==> config.mk <==
export PLATFORM = sky130hd
export DESIGN_NAME = ring_interlock_ctrl
export DESIGN_NICKNAME = d
export VERILOG_FILES = /design/src/rtl/ring_interlock_pkg.sv /design/src/rtl/ring_rr_pick.sv /design/src/rtl/ring_interlock_ctrl.sv
export SDC_FILE = /design/constraint.sdc
export NUM_CORES = 1
export LEC_CHECK = 0
export CAP_MARGIN = 15
export CELL_PAD_IN_SITES_DETAIL_PLACEMENT = 2
export CELL_PAD_IN_SITES_GLOBAL_PLACEMENT = 2
export CORE_UTILIZATION = 35
export CTS_CLUSTER_DIAMETER = 50
export CTS_CLUSTER_SIZE = 40
export DETAILED_ROUTE_END_ITERATION = 8
export PLACE_DENSITY = 0.82
export SLEW_MARGIN = 10
export SYNTH_ARGS = -nofsm -noshare
export SYNTH_HDL_FRONTEND = slang
export SYNTH_SLANG_ARGS = --single-unit
==> constraint.sdc <==
create_clock -name clk -period 11.6 [get_ports clk]
set_input_delay 1.16 -clock clk [delete_from_list [all_inputs] [get_ports clk]]
set_output_delay 1.16 -clock clk [all_outputs]
set_load 0.005 [all_outputs]
==> src/rtl/ring_interlock_pkg.sv <==
// Shared types and elaboration-time helpers for the ring interlock controller.
package ring_interlock_pkg;

  typedef enum logic [2:0] {
    StIdle,
    StArm,
    StActive,
    StRelease,
    StFault
  } state_e;

  function automatic int unsigned clog2(input int unsigned v);
    int unsigned r;
    r = 0;
    while ((32'd1 << r) < v) r++;
    return r;
  endfunction

  function automatic int unsigned max_u(input int unsigned a, input int unsigned b);
    return (a > b) ? a : b;
  endfunction

endpackage

==> src/rtl/ring_rr_pick.sv <==
// Combinational round-robin picker: first requesting channel at or after ptr, cyclically.
module ring_rr_pick
  import ring_interlock_pkg::*;
#(
  parameter int unsigned N = 8
) (
  input  logic [N-1:0]          req,
  input  logic [clog2(N)-1:0]   ptr,
  output logic                  valid,
  output logic [clog2(N)-1:0]   idx
);

  localparam int unsigned IdxW  = clog2(N);
  localparam int unsigned IdxW1 = IdxW + 1;
  localparam logic [IdxW:0] NumCh = IdxW1'(N);

  logic [2*N-1:0] dbl;
  logic [N-1:0]   rot;
  logic [IdxW-1:0] off;
  logic [IdxW:0]  sum;

  always_comb begin
    // Rotating the doubled vector puts channel ptr at bit 0.
    dbl   = {req, req} >> ptr;
    rot   = dbl[N-1:0];
    valid = |req;
    off   = '0;
    for (int i = N - 1; i >= 0; i--) begin
      if (rot[i]) off = IdxW'(i);
    end
    sum = {1'b0, ptr} + {1'b0, off};
    if (sum >= NumCh) sum = sum - NumCh;
    idx = sum[IdxW-1:0];
  end

endmodule

==> src/rtl/ring_interlock_ctrl.sv <==
// Ring interlock controller: one round-robin grant at a time, supervised through
// arm/hold/release with timeouts and a latched fault cleared only explicitly.
module ring_interlock_ctrl
  import ring_interlock_pkg::*;
#(
  parameter int unsigned N        = 8,
  parameter int unsigned TIMEOUT  = 100,
  parameter int unsigned MIN_HOLD = 4
) (
  input  logic                clk,
  input  logic                rst,
  input  logic [N-1:0]        i_req,
  input  logic [N-1:0]        i_fb,
  input  logic                i_clr_fault,
  output logic [N-1:0]        o_grant,
  output logic                o_busy,
  output logic                o_fault,
  output logic [clog2(N)-1:0] o_fault_ch
);

  localparam int unsigned IdxW = clog2(N);
  localparam int unsigned CntW = clog2(max_u(TIMEOUT, MIN_HOLD) + 1);
  localparam logic [CntW-1:0] CntTimeout = CntW'(TIMEOUT - 1);
  localparam logic [CntW-1:0] CntHold    = CntW'(MIN_HOLD - 1);
  localparam logic [CntW-1:0] CntMax     = '1;
  localparam logic [IdxW-1:0] LastIdx    = IdxW'(N - 1);

  state_e          state_q, state_d;
  logic [IdxW-1:0] ptr_q, ptr_d;
  logic [IdxW-1:0] sel_q, sel_d;
  logic [IdxW-1:0] fault_ch_q, fault_ch_d;
  logic [CntW-1:0] cnt_q, cnt_d;
  logic [N-1:0]    grant_q, grant_d;

  logic            pick_valid;
  logic [IdxW-1:0] pick_idx;
  logic [N-1:0]    sel_oh;
  logic [N-1:0]    foreign;
  logic [IdxW-1:0] foreign_idx;
  logic            go_fault;
  logic [IdxW-1:0] blame;

  ring_rr_pick #(
    .N(N)
  ) u_pick (
    .req  (i_req),
    .ptr  (ptr_q),
    .valid(pick_valid),
    .idx  (pick_idx)
  );

  // Any energised actuator other than the selected one is foreign; in IDLE all are.
  always_comb begin
    sel_oh      = N'(1) << sel_q;
    foreign     = (state_q == StIdle) ? i_fb : (i_fb & ~sel_oh);
    foreign_idx = '0;
    for (int k = N - 1; k >= 0; k--) begin
      if (foreign[k]) foreign_idx = IdxW'(k);
    end
  end

  always_comb begin
    state_d    = state_q;
    ptr_d      = ptr_q;
    sel_d      = sel_q;
    grant_d    = grant_q;
    fault_ch_d = fault_ch_q;
    cnt_d      = (cnt_q == CntMax) ? cnt_q : cnt_q + CntW'(1);
    go_fault   = 1'b0;
    blame      = sel_q;

    if (state_q != StFault && |foreign) begin
      go_fault = 1'b1;
      blame    = foreign_idx;
    end else begin
      unique case (state_q)
        StIdle: begin
          cnt_d = '0;
          if (pick_valid) begin
            state_d = StArm;
            sel_d   = pick_idx;
            grant_d = N'(1) << pick_idx;
          end
        end
        StArm: begin
          if (i_fb[sel_q]) begin
            state_d = StActive;
            cnt_d   = '0;
          end else if (cnt_q == CntTimeout) begin
            go_fault = 1'b1;
          end
        end
        StActive: begin
          // Losing feedback while granted outranks a release request.
          if (!i_fb[sel_q]) begin
            go_fault = 1'b1;
          end else if (!i_req[sel_q] && cnt_q >= CntHold) begin
            state_d = StRelease;
            grant_d = '0;
            cnt_d   = '0;
          end
        end
        StRelease: begin
          if (!i_fb[sel_q]) begin
            state_d = StIdle;
            cnt_d   = '0;
            ptr_d   = (sel_q == LastIdx) ? '0 : sel_q + IdxW'(1);
          end else if (cnt_q == CntTimeout) begin
            go_fault = 1'b1;
          end
        end
        StFault: begin
          cnt_d   = '0;
          grant_d = '0;
          if (i_clr_fault && i_fb == '0) state_d = StIdle;
        end
        default: state_d = StIdle;
      endcase
    end

    if (go_fault) begin
      state_d    = StFault;
      grant_d    = '0;
      cnt_d      = '0;
      fault_ch_d = blame;
    end
  end

  always_ff @(posedge clk) begin
    if (rst) begin
      state_q    <= StIdle;
      ptr_q      <= '0;
      sel_q      <= '0;
      fault_ch_q <= '0;
      cnt_q      <= '0;
      grant_q    <= '0;
    end else begin
      state_q    <= state_d;
      ptr_q      <= ptr_d;
      sel_q      <= sel_d;
      fault_ch_q <= fault_ch_d;
      cnt_q      <= cnt_d;
      grant_q    <= grant_d;
    end
  end

  assign o_grant    = grant_q;
  assign o_busy     = (state_q == StArm) || (state_q == StActive) || (state_q == StRelease);
  assign o_fault    = (state_q == StFault);
  assign o_fault_ch = fault_ch_q;

endmodule

Yosys cells after proc, flatten, opt, wreduce, memory -nomap -nowiden. Cells that the tools add are included. Widths: inputs -> output; s select.

$add $sub $neg: 4. Order comparisons: 3. Eq/ne operators: 21. Shift operators: 3. Mux-type cells: 50. Bitwise operators: 4. Reduce and logical (&&, ||, !) cells: 18.

Operators by type and width (number): $mux 3 (27); $mux 7 (6); $mux 8 (4); $pmux 7 s4 (1); $pmux 8 s3 (1); $ne 3x3->1 const B (6); $reduce_or 8->1 (2); $shl 1x3->8 const A (2); $shr 16x3->8 (1); $pmux 3 s5 (1); $eq 7x7->1 const B (2); $reduce_and 7->1 (2); $ne 2x2->1 const B (6); $and 8x8->8 (1); $logic_not 8->1 (1); $not 8->8 (1); $add 7x1->7 const B (1); $ge 7x2->1 const B (1); $mux 1 (7); $bmux 1 s3 (2); $eq 3x2->1 const B (2); $eq 3x3->1 const B (2); $reduce_and 3->1 (2); $reduce_and 5->1 (1); other kinds (16) (21).

Flip-flop bits (word level): 27. Input port bits: 19. Output and inout port bits: 13. Word-level logic and storage cells: 110.

Longest topological paths before layout. Gate-level depths: netlist (run 1).

Word-level depth: 15. Depth in mapped cells: 16. Depth with buffers taken out: 14.

Modules after synthesis. A second synthesis (run 1) with hierarchy kept.

Cell total of the unflattened synthesis: 245. Area, all modules: 2187.1 µm².

By module, submodules not included: ring_interlock_ctrl (times used 1, cells an instance 203, area an instance 1720.4 µm², seq. area each 540.5 µm²); ring_rr_pick (times used 1, cells an instance 42, area an instance 466.7 µm², seq. area each 0.0 µm²).

Worst setup path before layout (run 1). No wires, ideal clock.

Path kind: input port to flip-flop. Start: input i_req[4]. End: register grant_q[4] (netlist: o_grant[4]). Library setup time: 0.117 ns. Arrival: 4.212 ns. Data required time: 11.483 ns. Slack: 7.271 ns. Cell stages on the path: 14. Buffers on the path: 1. Cells stage by stage: clkbuf_1 -> mux4_2 -> o211ai_1 -> a21oi_1 -> o32ai_1 -> a21oi_1 -> o32ai_1 -> ha_1 -> inv_1 -> fa_1 -> xnor2_1 -> or3_1 -> and2_1 -> a32o_1.

Cells in the longest elaborated chain, start to end: 15. Elaborated cells on any way between the ends: 24. Classes of those cells: add/sub: 2; order compare: 1; eq/ne: 2; shift: 2; mux: 13; reduce/logical: 4.

RTL lines: start: declaration (line ring_interlock_ctrl.sv:12) `input logic [N-1:0] i_req,`; $shr 16x3->8 (line ring_rr_pick.sv:24) `dbl = {req, req} >> ptr;`; $mux 3 (8 in a row) (line ring_rr_pick.sv:29) `if (rot[i]) off = IdxW'(i);`; $add 3x3->4 (line ring_rr_pick.sv:31) `sum = {1'b0, ptr} + {1'b0, off};`; $ge 4x4->1 or $sub 3x1->3 (tied branches) (line ring_rr_pick.sv:32) `if (sum >= NumCh) sum = sum - NumCh;`; $mux 3 (line ring_rr_pick.sv:32); $shl 1x3->8 (line ring_interlock_ctrl.sv:82) `grant_d = N'(1) << pick_idx;`; $mux 8 (line ring_interlock_ctrl.sv:79) `if (pick_valid) begin`; $pmux 8 s3 (line ring_interlock_ctrl.sv:76) `unique case (state_q)`; end signal: assignment (line ring_interlock_ctrl.sv:143) `grant_q <= grant_d;`; end: declaration (line ring_interlock_ctrl.sv:33) `logic [N-1:0] grant_q, grant_d;`.

Parallel ways exist; a longest one is shown, timed or not. The select of a mux whose other input is x is not followed. A chain may end at the register's enable or synchronous reset.

Worst setup path after layout (run 1).
Start: input i_req[2]. End: register grant_q[6] (netlist: o_grant[6]).

Same word-level chain as after synthesis.

==> results of run 1 <==
report_power, final:
part           total (mW)  internal (mW)  switching (mW)
Combinational      0.0438         0.0192          0.0246
Clock              0.0592         0.0245          0.0347
Sequential         0.0967         0.0943         0.00232
final cells by class:
class	instances	share of cell area (%)
Clock inverter	1	0.281
Inverter	11	1.54
Timing Repair Buffer	32	11.8
Tap cell	77	3.60
Sequential cell	27	20.2
Clock buffer	3	1.54
Multi-Input combinational cell	229	61.0
metrics by stage:
stage	power [mW]	area (um^2)
after floorplan	0.123	2280
after global placement	0.141	2620
after detailed placement	0.142	2620
after CTS	0.202	2670
after global routing	0.208	2680
final	0.200	2680
routing by layer:
metal	vias to the layer above	wire length, um	GRT usage, %
met4	0	63	4.83
met2	28	3800	42.0
met5	-	0	0
met1	1114	3410	28.1
li1	1107	-	-
met3	6	140	1.87
worst max-delay path: stages:
cell and delay (ns):
clkdlybuf4s50_1 0.56, mux4_2 0.57, o211ai_1 0.20, a21oi_1 0.09, o32ai_1 0.34, a21oi_1 0.07, o32ai_1 0.24, ha_1 0.20
inv_1 0.05, fa_1 0.37, xnor2_1 0.16, or3_1 0.48, and2_1 0.21, a32o_1 0.24
cell usage after synthesis (2+ instances only):
library cell / n / area share, %
dfxtp_1: 27 / 24
nor4_1: 5 / 1.4
mux2i_1: 14 / 6.2
buf_1: 2 / 0.33
a211oi_1: 5 / 1.6
buf_2: 4 / 0.88
a22oi_1: 3 / 0.99
o21ai_0: 11 / 2.4
a21oi_1: 18 / 4.0
mux4_2: 9 / 8.9
nand2b_1: 9 / 2.5
nor2_1: 34 / 5.6
a41oi_1: 2 / 0.77
a21boi_1: 2 / 0.66
o31ai_1: 2 / 0.66
a32o_1: 6 / 2.6
nor3_1: 12 / 2.6
ha_1: 8 / 4.4
and2_1: 5 / 1.4
clkbuf_1: 6 / 0.99
xnor2_1: 3 / 1.2
and3_1: 2 / 0.55
a31oi_1: 3 / 0.82
nand2_1: 25 / 4.1
o311ai_0: 3 / 1.2
nand4_1: 6 / 1.6
o211ai_1: 2 / 0.66
xor2_1: 2 / 0.77
or3_1: 2 / 0.55
nand3_1: 9 / 2.0
nand3b_1: 2 / 0.66
inv_1: 11 / 1.8
o32ai_1: 2 / 0.77
state kept, by name (all words and copies together) (netlist names):
register and count:
sel_q 3, cnt_q 7, state_q 3, o_fault_ch 3
ptr_q 3, o_grant 8
worst min path at each step:
stage / from / endpoint / slack (ns) / cells past startpoint
6_report: o_grant[5]$_SDFFE_PP0P_ / o_grant[5]$_SDFFE_PP0P_ / 0.46 / 2
5_1_grt: o_grant[5]$_SDFFE_PP0P_ / o_grant[5]$_SDFFE_PP0P_ / 0.48 / 2
4_1_cts: o_grant[5]$_SDFFE_PP0P_ / o_grant[5]$_SDFFE_PP0P_ / 0.47 / 2
3_5_place_dp: o_grant[5]$_SDFFE_PP0P_ / o_grant[5]$_SDFFE_PP0P_ / 0.45 / 2
3_3_place_gp: o_grant[5]$_SDFFE_PP0P_ / o_grant[5]$_SDFFE_PP0P_ / 0.44 / 2
2_1_floorplan: o_grant[5]$_SDFFE_PP0P_ / o_grant[5]$_SDFFE_PP0P_ / 0.45 / 2
cell families after synthesis:
family | count (synthesis) | share of synthesized area, %
adders and majority gates | 9 | 5.28
AOI/OAI and AO/OA | 75 | 24.1
muxes | 24 | 15.6
xor gates and xnor gates | 5 | 1.92
DFF | 27 | 23.7
and+or+nand+nor | 116 | 24.9
buffers and inverters | 24 | 4.51
==> qor.yml, run 1 <==
cts:
  clk_latency_ns: 0.28
  root_buffer: "clkbuf_8"
  cts_tree: "yes"
  post-cts-setup-buffers: 0
  cts-resized-gates: 0
  clock_tree.buffer_depth: 2
  clk_pin_slew_ns: 0.10
  cts.hold.buffers_added: 0
  cts_htree_levels: 1
  cts.sinks: 27
  cts_made_buffers: 3
place:
  dp_slack_ns: 6.53
  hpwlAfterDp_um: 5790
  gp_congestion: 0.800
  dp_cells: 375
  portBuffers: 31
finish:
  antenna_cells: 0
  multi_input_area_mm2: 0.00163
  syn_to_final_growth_pct: 17.5
  fin_util_pct: 42.4
  seq_area_um2: 541
  drive_gt1_share_pct: 6.93
  stdcell_count: 380
  final_cell_mix: "nor2_1, clkdlybuf4s50_1, dfxtp_1, nand2_1, a21oi_1"
  nFillCells: 740
  final_common_cell: "nor2_1"
  nNetsFinal: 332
sta:
  rsz0062_at_grt: "no"
  drv_slew: 0
  fin_worst_skew_ns: 0.0125
  tns_ns: 0
  fmax_mhz: 210
  period_share_pct: 41.0
  layout_setup_ws_ns: 6.84
  whs_ns: 0.460
  fin_crit_ns: 4.76
  tightest_slew_ns: 0.897
  setup_viol: 0
  timing.final.hold_violations: 0
  max_slew_margin_pct: 40.1
logic_synthesis:
  yosys_register_bits: 27
  synth_edf_count: 0
  syn_area_per_cell_um2: 8.13
  yosys_warnings: 0
  synth_ff_type: "dfxtp_1"
  yosysSeqAreaShare_pct: 23.7
  synthArstFlopShare_pct: 0
  syn_area_mm2: 0.00228
  syn_inst: 280
  synth_cell_type_count: 57
  syn_nets: 308
worst_setup_path:
  critPathLaunchType: "input pin"
  rr_worst_depth: 13
  worstPathArrival_ns: 4.94
  r2r_end: "o_grant[6]$_SDFFE_PP0P_"
  timing.rr.start: "ptr_q[0]$_SDFFE_PP0P_"
  worstSetupPathType: "input pin to flip-flop"
  reg2reg_slack_ns: 7.25
  required_ns: 11.78
  endpoint: "o_grant[6]$_SDFFE_PP0P_"
  end_kind: "flip-flop"
  path_max_fanout: 9
  crit_path_start: "i_req[2]"
pwr:
  p_leak_nw: 0.841
  vdd.ir_drop.worst_mv: 0.0430
  p_per_area_mw_per_mm2: 74.6
detailed_routing:
  drtPass1Iterations: 4
  wl_um: 7410
  drc_errors: 0
  drt_iter0_drc: 67
  antenna_left: 0
  wl_per_cell_um: 19.5
  vias: 2255
  routed_via_density: 5.93
flow_run:
  drv_cap: 0
outcome:
  status: "completed"
global_routing:
  grt_pass1_wl_um: 11700
  grt_pass1_vias: 2358
  overflow: 0
  grt_usage_pct: 22.6
  grt_max_degree: 21
  antenna_found_initial: 0
floorplan:
  num_rows: 29
  io_pins: 32
  dieArea_mm2: 0.00683
  die_w_um: 82.6
  initial_core_util_pct: 36.0
  core-area_mm2: 0.00631
  die_h_um: 82.6
worst_hold_path:
  hold_class: "flip-flop to flip-flop"
(Power assumes the default switching activity.)
==> run 2, diff against run 1 <==
Settings changed: CORE_UTILIZATION 35 to 29, PLACE_DENSITY 0.82 to 0.72.
Clock period 11.6 ns to 4 ns, I/O delays scaled along.
==> qor.yml, run 2 (synthesis results as in run 1) <==
detailed_routing:
  drt_iter0_drc: 68
  routed_via_density: 5.62
  antenna_left: 0
  drtPass1Iterations: 4
  drc_errors: 0
  vias: 2378
  wl_per_cell_um: 18.1
  wl_um: 7640
global_routing:
  antenna_found_initial: 0
  grt_usage_pct: 19.2
  overflow: 0
  grt_max_degree: 18
  grt_pass1_vias: 2569
  grt_pass1_wl_um: 12800
pwr:
  p_leak_nw: 0.955
  power.total_mw: 0.596
  p_per_area_mw_per_mm2: 207
  vdd.ir_drop.worst_mv: 0.119
finish:
  seq_area_um2: 542
  largest_reg_flops: 8
  drive_gt1_share_pct: 13.9
  nNetsFinal: 353
  final_cell_mix: "nor2_1, clkdlybuf4s50_1, dfxtp_1, nand2_1, buf_4"
  antenna_cells: 0
  fin_util_pct: 38.9
  syn_to_final_growth_pct: 26.6
  multi_input_area_mm2: 0.00165
  final_common_cell: "nor2_1"
  nFillCells: 863
  stdcell_area_mm2: 0.00288
sta:
  fin_crit_ns: 3.83
  timing.final.hold_violations: 0
  whs_ns: 0.484
  drv_slew: 0
  rsz0062_at_grt: "no"
  tightest_slew_ns: 1.01
  setup_viol: 0
  fmax_mhz: 261
  tns_ns: 0
  fin_worst_skew_ns: 0.00805
  period_share_pct: 95.7
  max_slew_margin_pct: 32.0
place:
  gp_congestion: 0.805
  portBuffers: 31
  hpwlAfterDp_um: 6090
  dpl_cell_area_mm2: 0.00281
cts:
  cts_tree: "yes"
  cts.sinks: 27
  clk_pin_slew_ns: 0.11
  cts_made_buffers: 3
  cts_htree_levels: 1
  clock_tree.buffer_depth: 2
  clk_latency_ns: 0.29
  root_buffer: "clkbuf_8"
floorplan:
  num_rows: 31
  io_pins: 32
  core-area_mm2: 0.00741
  dieArea_mm2: 0.00821
  die_w_um: 90.6
  die_h_um: 90.6
  initial_core_util_pct: 30.7
worst_hold_path:
  hold_class: "flip-flop to flip-flop"
  hold_start: "o_grant[1]$_SDFFE_PP0P_"
worst_setup_path:
  timing.rr.start: "ptr_q[0]$_SDFFE_PP0P_"
  rr_worst_depth: 13
  path_max_fanout: 4
  path_cells: "clkdlybuf4s50_1 > mux4_2 > o211ai_1 > a21oi_1 > o32ai_2 > a21oi_1 > o32ai_2 > ha_1 > inv_1 > fa_1 > xnor2_1 > or3_1 > and2_1 > a32o_1"
  end_kind: "flip-flop"
  required_ns: 4.19
  r2r_end: "o_grant[4]$_SDFFE_PP0P_"
  worstPathArrival_ns: 4.02
  crit_path_start: "i_req[4]"
  worstSetupPathType: "input pin to flip-flop"
  slowest_stage: "mux4_2"
  reg2reg_slack_ns: 0.27
  slowest_delay_ns: 0.53
  endpoint: "o_grant[4]$_SDFFE_PP0P_"
  critPathLaunchType: "input pin"
flow_run:
  drv_cap: 0
outcome:
  status: "completed"
## run 2: cell types whose count changed in the layout (fill, tap and decap cells not counted), sizes merged
| cell | delta |
|---|---|
| clkbuf | -1 |
| buf | +22 |
| inv | +1 |
| clkinvlp | -1 |
## run 2: repair_timing
action / CTS / global route
resized for setup: 1 / 2
hold endpoints to repair: 0 / 0
hold buffers: 0 / 0
endpoints found under the setup margin: 2 / 9
buffers inserted: 0 / 1
pin swaps: 0 / 1
## run 2: critical path, delay by kind of cell
kind            cells  cell delay (ns)
compound gates      6             1.25
simple gates        2             0.62
fa+ha+maj           2             0.57
mux                 1             0.53
buf+inv             2             0.51
xor+xnor            1             0.15
## run 2: how the worst min path moves through the flow
stage	slack (ns)	to	cells after the start
6_report	0.48	o_grant[1]$_SDFFE_PP0P_	1
5_1_grt	0.52	o_grant[7]$_SDFFE_PP0P_	2
4_1_cts	0.50	o_grant[5]$_SDFFE_PP0P_	2
3_5_place_dp	0.46	o_grant[1]$_SDFFE_PP0P_	1
3_3_place_gp	0.45	o_grant[5]$_SDFFE_PP0P_	2
2_1_floorplan	0.45	o_grant[5]$_SDFFE_PP0P_	2
## run 2: layout make-up
cell class                 instances  share of cell area (%)
sequential                        27                    18.8
timing repair buffer              53                    16.5
tap                               99                    4.30
clock inverter                     1                   0.304
multi-input combinational        229                    57.2
clock buffer                       3                    1.43
inverter                          11                    1.43
## run 2: per-stage QoR
step / setup WS [ns] / std cells
2_1_floorplan: 0.0662 / 280
3_3_place_gp: -0.0833 / 418
3_5_place_dp: -0.319 / 418
4_1_cts: 0.00248 / 422
5_1_grt: 0.00120 / 423
6_report: 0.172 / 423
## run 2: power by group
group          total (mW)  switching [mW]  internal [mW]
Clock               0.174           0.100         0.0734
Combinational       0.142          0.0743         0.0678
Sequential          0.280         0.00684          0.274
## run 2: per-layer routing
| metal | vias up | track usage (%) | wire (um) |
|---|---|---|---|
| li1 | 1148 | - | - |
| met1 | 1197 | 25.7 | 3770 |
| met2 | 27 | 32.8 | 3600 |
| met3 | 6 | 3.11 | 203 |
| met4 | 0 | 2.96 | 60 |
| met5 | - | 0 | 0 |
==> run 3, diff against run 2 <==
Settings changed: ABC_AREA from default to 1, CORE_UTILIZATION 29 to 27, PLACE_DENSITY 0.72 to 0.74.
==> qor.yml, run 3 <==
worst_hold_path:
  hold_class: "flip-flop to flip-flop"
pwr:
  p_per_area_mw_per_mm2: 214
  vdd.ir_drop.worst_mv: 0.120
  p_leak_nw: 1.15
logic_synthesis:
  synth_ff_type: "dfxtp_1"
  synthArstFlopShare_pct: 0
  synth_top_area_cell: "dfxtp_1"
  syn_area_per_cell_um2: 6.25
  synth-xor-area-share_pct: 1.14
  synth_top_family_by_area: "simple AND/OR/NAND/NOR gates"
  synth_cell_type_count: 35
  synthTopCellsByCount: "nand2_1, nand3_1, nor2_1"
  yosys_register_bits: 27
  synthSimpleGateAreaFrac_pct: 50.7
  synth.area.mux_share_pct: 0.433
  syn_nets: 398
  syn_inst: 370
  synthAdderAreaFrac_pct: 5.20
  synth_area_leaders: "dfxtp_1, nand2_1, nand3_1, nor2_1, inv_1"
  synth_edf_count: 0
  synth_compound_area_share_pct: 11.6
  yosysMostFrequentCell: "nand2_1"
  yosysSeqAreaShare_pct: 23.4
  synth_top_area_share_pct: 23.4
  yosys_warnings: 0
  syn_area_mm2: 0.00231
cts:
  cts_made_buffers: 3
  cts.sinks: 27
  cts_tree: "yes"
  cts.hold.buffers_added: 0
  root_buffer: "clkbuf_8"
  clk_pin_slew_ns: 0.10
  clk_latency_ns: 0.28
  clock_tree.buffer_depth: 2
  cts_htree_levels: 1
  post-cts-setup-buffers: 0
  cts-resized-gates: 0
detailed_routing:
  vias: 2479
  routed_via_density: 4.92
  wl_per_cell_um: 14.5
  wl_um: 7320
  drtPass1Iterations: 4
  drt_iter0_drc: 30
  drc_errors: 0
  antenna_left: 0
sta:
  max_slew_margin_pct: 63.2
  drv_slew: 0
  tightest_slew_ns: 0.551
  setup_viol: 0
  rsz0062_at_grt: "no"
  tns_ns: 0
  layout_setup_ws_ns: 0.920
  fmax_mhz: 325
  fin_crit_ns: 3.08
  period_share_pct: 77.0
  timing.final.hold_violations: 0
  fin_worst_skew_ns: 0.00373
finish:
  antenna_cells: 0
  largest_reg_flops: 8
  nFillCells: 1040
  drive_gt1_share_pct: 11.5
  nNetsFinal: 428
  final_cell_mix: "nand2_1, nand3_1, nor2_1, clkdlybuf4s50_1, inv_1"
  final_common_cell: "nand2_1"
  syn_to_final_growth_pct: 19.6
worst_setup_path:
  slowest_delay_ns: 0.60
  worstPathArrival_ns: 3.26
  path_max_fanout: 10
  slowest_stage: "dfxtp_1"
  required_ns: 4.18
  crit_family: "simple AND/OR/NAND/NOR gates"
  path_cells: "inv_2 > nand2_1 > nand3_1 > nand3_1 > a31oi_1 > o21ai_0 > nand2_1 > a21boi_0 > ha_1 > inv_1 > fa_1 > xor2_1 > nand3b_1 > nand2_2 > inv_1 > nand2_1 > a21oi_2"
  end_kind: "flip-flop"
  crit_top_cell: "nand2_1"
  critPathBufInv: 3
  worstSetupPathType: "flip-flop to flip-flop"
  critPathLaunchType: "flip-flop"
flow_run:
  drv_cap: 0
place:
  dp_slack_ns: 0.649
  hpwlAfterDp_um: 6080
  gp_congestion: 0.787
  portBuffers: 31
global_routing:
  grt_pass1_vias: 2683
  overflow: 0
  grt_usage_pct: 17.8
  antenna_found_initial: 0
  grt_max_degree: 18
  grt_pass1_wl_um: 12700
floorplan:
  core-area_mm2: 0.00826
  dieArea_mm2: 0.00893
  num_rows: 33
  initial_core_util_pct: 28.0
  io_pins: 32
  die_h_um: 94.5
  die_w_um: 94.5
outcome:
  status: "completed"
## run 3: where the power goes
part | total, mW | switching, mW | internal (mW)
sequential | 0.279 | 0.00493 | 0.274
clock | 0.166 | 0.0926 | 0.0733
combinational | 0.146 | 0.0884 | 0.0581
total | 0.592 | 0.186 | 0.406
## run 3: worst reg2reg max path: cells and delay by family (launching register included)
family / cells / cell delay (ns)
AND/OR/NAND/NOR: 7 / 0.89
flip-flops: 1 / 0.60
adder cells (fa/ha/maj): 2 / 0.53
AO/OA/AOI/OAI: 4 / 0.49
buffers and inverters: 3 / 0.32
XOR/XNOR: 1 / 0.16
## run 3: final cells by class
| class | count | area, um^2 | share of cell area [%] |
|---|---|---|---|
| multi-input combinational | 301 | 1600 | 57.8 |
| sequential | 27 | 541 | 19.6 |
| timing repair buffer | 31 | 310 | 11.2 |
| inverter | 36 | 135 | 4.89 |
| tap | 105 | 131 | 4.75 |
| clock buffer | 3 | 41.3 | 1.49 |
| clock inverter | 1 | 8.76 | 0.317 |
## run 3: final timing paths
path,from,endpoint,slack (ns),cells past startpoint
hold reg to reg,o_fault_ch[2]$_SDFFE_PP0P_,o_fault_ch[2]$_SDFFE_PP0P_,0.46,2
setup / recovery,ptr_q[0]$_SDFFE_PP0P_,o_grant[6]$_SDFFE_PP0P_,0.92,17
setup reg to reg,ptr_q[0]$_SDFFE_PP0P_,o_grant[6]$_SDFFE_PP0P_,0.92,17
hold / removal,o_fault_ch[2]$_SDFFE_PP0P_,o_fault_ch[2]$_SDFFE_PP0P_,0.46,2
## run 3: per-layer routing
layer	global-route usage, %	vias to the layer above	routed length, um
met1	22.4	1196	3450
met3	2.17	2	110
met5	0	-	0
li1	-	1261	-
met2	33.1	20	3730
met4	1.89	0	31
## run 3: logic make-up after synthesis
| logic type | count (synthesis) |
|---|---|
| AOI/OAI and AO/OA | 43 |
| xor gates and xnor gates | 3 |
| adders and majority gates | 9 |
| buffers and inverters | 42 |
| DFF | 27 |
| muxes | 1 |
| and+or+nand+nor | 245 |
## run 3: per-stage QoR
stage               std cells  instance area (um^2)  hold slack [ns]  total power, mW  util [%]
global route              504                  2760            0.503            0.629      33.5
detailed placement        500                  2710            0.451            0.435      32.9
floorplan                 370                  2310            0.441            0.377         -
global placement          500                  2710            0.434            0.430      32.9
finish                    504                  2760            0.460            0.592      33.5
CTS                       504                  2760            0.465            0.603      33.5
